===== config.mk =====
export PLATFORM = sky130hd
export DESIGN_NAME = lfsr_scrambler_stream
export DESIGN_NICKNAME = d
export VERILOG_FILES = /design/src/rtl/lfsr_scrambler_stream.sv
export SDC_FILE = /design/constraint.sdc
export NUM_CORES = 2
export LEC_CHECK = 0
export ABC_AREA = 0
export CELL_PAD_IN_SITES_DETAIL_PLACEMENT = 0
export CELL_PAD_IN_SITES_GLOBAL_PLACEMENT = 1
export CORE_AREA = 2 2 337 339
export DETAILED_ROUTE_END_ITERATION = 10
export DIE_AREA = 0 0 339 341
export MAX_ROUTING_LAYER = met4
export PLACE_DENSITY = 0.75
export SYNTH_ARGS = -nofsm -noshare
export SYNTH_HDL_FRONTEND = slang
export SYNTH_SLANG_ARGS = --single-unit

===== constraint.sdc =====
create_clock -name clk_i -period 5.54 [get_ports clk_i]
set_input_delay 1.662 -clock clk_i [delete_from_list [all_inputs] [get_ports clk_i]]
set_output_delay 1.662 -clock clk_i [all_outputs]
set_load 0.02 [all_outputs]

===== src/rtl/lfsr_scrambler_stream.sv =====
// Registered multi-bit Galois LFSR scrambler with valid/ready handshake and seed load.
// Each accepted word advances the LFSR by BITS steps, lsb of in_data_i first.
module lfsr_scrambler_stream #(
    parameter int unsigned       POLY_W   = 411,
    parameter int unsigned       BITS     = 12,
    parameter logic [POLY_W-1:0] TAP_MASK = (POLY_W'(1) << 31) | (POLY_W'(1) << 60) |
                                            (POLY_W'(1) << 190) | (POLY_W'(1) << 195) |
                                            (POLY_W'(1) << 245),
    parameter logic [POLY_W-1:0] SEED     = {POLY_W{1'b1}},
    parameter bit                MODE     = 1'b0,
    parameter int unsigned       CNT_W    = 16
) (
    input  logic              clk_i,
    input  logic              rst_i,
    input  logic              load_i,
    input  logic [POLY_W-1:0] load_value_i,
    input  logic              in_valid_i,
    output logic              in_ready_o,
    input  logic [BITS-1:0]   in_data_i,
    output logic              out_valid_o,
    input  logic              out_ready_i,
    output logic [BITS-1:0]   out_data_o,
    output logic [POLY_W-1:0] state_out_o,
    output logic [CNT_W-1:0]  word_count_o,
    output logic              zero_state_o
);

    logic [POLY_W-1:0] state_q, state_d;
    logic [POLY_W-1:0] state_out_q, state_out_d;
    logic [BITS-1:0]   out_data_q, out_data_d;
    logic [CNT_W-1:0]  count_q, count_d;
    logic              out_valid_q, out_valid_d;
    logic              zero_q, zero_d;

    logic [POLY_W-1:0] step_p;
    logic [BITS-1:0]   word_out;
    logic              msb;
    logic              accept;

    // Chain BITS Galois steps; msb is sampled before each shift.
    always_comb begin
        step_p   = state_q;
        word_out = '0;
        msb      = 1'b0;
        for (int i = 0; i < int'(BITS); i++) begin
            msb         = step_p[POLY_W-1];
            word_out[i] = MODE ? (msb ^ in_data_i[i]) : msb;
            step_p      = {step_p[POLY_W-2:0] ^ (TAP_MASK[POLY_W-1:1] & {(POLY_W-1){msb}}),
                           msb ^ in_data_i[i]};
        end
    end

    assign in_ready_o = !load_i && (!out_valid_q || out_ready_i);
    assign accept     = in_valid_i && in_ready_o;

    always_comb begin
        state_d     = state_q;
        state_out_d = state_out_q;
        out_data_d  = out_data_q;
        count_d     = count_q;
        out_valid_d = out_valid_q;
        if (load_i) begin
            state_d     = load_value_i;
            count_d     = '0;
            out_valid_d = 1'b0;
        end else if (accept) begin
            state_d     = step_p;
            state_out_d = step_p;
            out_data_d  = word_out;
            count_d     = count_q + CNT_W'(1);
            out_valid_d = 1'b1;
        end else if (out_ready_i) begin
            out_valid_d = 1'b0;
        end
        zero_d = (state_d == '0);
    end

    always_ff @(posedge clk_i) begin
        if (rst_i) begin
            state_q     <= SEED;
            state_out_q <= '0;
            out_data_q  <= '0;
            count_q     <= '0;
            out_valid_q <= 1'b0;
            zero_q      <= (SEED == '0);
        end else begin
            state_q     <= state_d;
            state_out_q <= state_out_d;
            out_data_q  <= out_data_d;
            count_q     <= count_d;
            out_valid_q <= out_valid_d;
            zero_q      <= zero_d;
        end
    end

    assign out_valid_o  = out_valid_q;
    assign out_data_o   = out_data_q;
    assign state_out_o  = state_out_q;
    assign word_count_o = count_q;
    assign zero_state_o = zero_q;

endmodule


==> metrics.txt <==
first-pass GRT wire length 239 mm; vias 33300; async set or reset register ratio after synthesis 0%; Avg Inst Size Synth 8.66 um^2; HP Class register to register; Core ar. 112000 um^2; Worst-Skew Late Latency 690 ps; Crit path top cell by count clkdlybuf4s50_1; flops & latches, synth 852; Die Area 116000 um^2; drt pass-1 iters 6; Leak 17.4 nW; Mapped Area 34100 um^2; # hold bufs at CTS 0; Total Routed Length 171 mm; GPL Wtd Cong 0.954; layout cells sized above 1 6.03%; residual DRC count 0; Peak supply drop 0.223 mV; unrepaired setup endpoints after global routing no; Critical Path Source Type input port; Buf+Inv Stages, Crit Path 3; multi-input logic area 15500 um^2; Post-synth top flop dfxtp_1; Mapped Cells 3943; Die X 339 um; synth top area cells dfxtp_1 (50%), nand2_1 (8.6%), a21oi_1 (8.5%); CTS Buffer Depth 3; H-tree depth 3; nets@finish 5131; outcome finished clean; Least-Margin Pin Slew 1310 ps; Die Ht 341 um; sequential fraction of the synthesis area 50.0%; Final setup viols 0; clock sinks 852; HPWL after DPL 133 mm; worst-path cell chain clkdlybuf4s50_1 -> and2b_2 -> buf_4 -> nor2_1 -> clkdlybuf4s50_1; synth warn 0; clock-pin slew on the worst setup and hold paths 60 ps; Slew Limit Fails 0; Sequential Area 17100 um^2; CP Class input port to primary output; final count of hold timing violations 0; power per cell area 346 nW/um^2; Congestion Overflow GR 0; Rel. slew slack 12.9%; hold_ws 453 ps; # rows 123; clk root buf clkbuf_16; vias in the first global route 32200; CP arrival 3540 ps; Setup Skew 32.9 ps; DR vias/cell 5.28; largest area contributor in the netlist dfxtp_1; I/O Buffers 869; Wirelength per Cell 27.1 um; CP peak stage delay 780 ps; endpoint type of the worst setup path primary output; family with the most delay on the worst path buffers and inverters; Num CTS Buffers 98; core occupancy in the finished layout 42.6%; period utilization 93.9%; slowest library cell on the worst path clkdlybuf4s50_1; synthesis-to-finish area growth 39.7%; number of DRC markers in iteration 0 3034; Filler Cell Count 11300; GRT Util Overall 29.2%; Synth top area share 50.0%; Tmin final 5200 ps; EDFF count, synth 0; antenna viol nets, final 0; worst-path fanout max 7; post-synth cell types 42; initial antenna violation count 40; Initial Util 30.5%; pin count of the biggest net entering global routing 253; critical path required time 3880 ps; total power 16.5 mW; postcts setup bufs 0; top achievable clock speed 192 MHz; CTS tree yes; I/O pins 870; Post-Syn Nets 4372; post-CTS resize count 0; max-cap violations 0
## power by group
group	switching [mW]	internal [mW]	leakage (nW)	total (mW)
clock	2.77	3.94	1.60	6.71
combinational	1.49	1.22	8.74	2.71
sequential	0.484	6.58	7.05	7.07
total	4.74	11.7	17.4	16.5
## logic make-up after synthesis
family / Yosys count / share of synthesized area, %
AO/OA/AOI/OAI: 976 / 18.7
XOR/XNOR: 80 / 2.05
adder cells (fa/ha/maj): 1 / 0.0366
buffers and inverters: 333 / 4.66
flip-flops: 852 / 50.0
AND/OR/NAND/NOR: 1701 / 24.6
## flip-flops by register name, summed over array words and instances (netlist names)
| name | flops |
|---|---|
| zero_state_o | 1 |
| out_valid_o | 1 |
| out_data_o | 12 |
| state_out_o | 411 |
| state_q | 411 |
| word_count_o | 16 |
## worst min-delay path, cell delays in order, from the launching register on
cell and delay [ps]:
dfxtp_1 300, nand2_1 50, a21oi_1 50
## final cells by class
type,count,share of cell area (%)
multi-input combinational,2758,32.5
clock buffer,148,6.00
tap,1500,3.94
antenna,37,0.194
clock inverter,26,0.882
inverter,1,0.00787
timing repair buffer,991,20.7
sequential,852,35.8
## per-stage QoR
step	instance area [um^2]	setup slack (ps)	TNS, ps	instances
after global routing	47700	324	0	6312
after global placement	44300	-13.7	-13.7	6102
after floorplan	34100	694	0	3943
after detailed placement	44300	-31.9	-31.9	6102
after CTS	47600	342	0	6276
final	47700	338	0	6313
## worst paths after layout
kind	from	to	slack (ps)	depth (start not counted)
hold / removal	state_out_o[189]	state_out_o[189]	450	2
setup / recovery	out_ready_i	in_ready_o	340	5
setup reg to reg	out_valid_o	zero_state_o	1810	9
hold reg to reg	state_out_o[189]	state_out_o[189]	450	2
## synthesized netlist by cell type (all sizes together) (5+ instances only)
master and count:
o41ai 8, nand2b 329, buf 121, clkbuf 211, or2b 34, xor2 11
nand2 786, and2 196, xnor2 69, or2 5, nor4 34, nor3 31
nor2 118, nand3 39, nand4 102, a221oi 253, a22o 109, dfxtp 852
a22oi 11, o21ai 7, a21oi 580, or4 6
## cell usage in the layout (no fill, tap or decap), types with 102 or more instances in the layout
cell type / Yosys / final
a21oi_1: 580 / 580
a221oi_1: 244 / 244
a22o_1: 109 / 109
and2_1: 196 / 196
buf_4: 4 / 102
clkdlybuf4s50_1: 0 / 867
dfxtp_1: 852 / 852
nand2_1: 786 / 786
nand2b_1: 328 / 328
nand4_1: 102 / 102
nor2_1: 117 / 117
## per-layer routing
layer | vias to the layer above | global-route usage, % | part of all wire [%]
met3 | 231 | 6.51 | 7.3
met4 | 0 | 9.57 | 3.2
met5 | - | - | 0
li1 | 15300 | - | -
met2 | 1340 | 47.9 | 48
met1 | 16400 | 35.4 | 41
(Power assumes the default switching activity.)
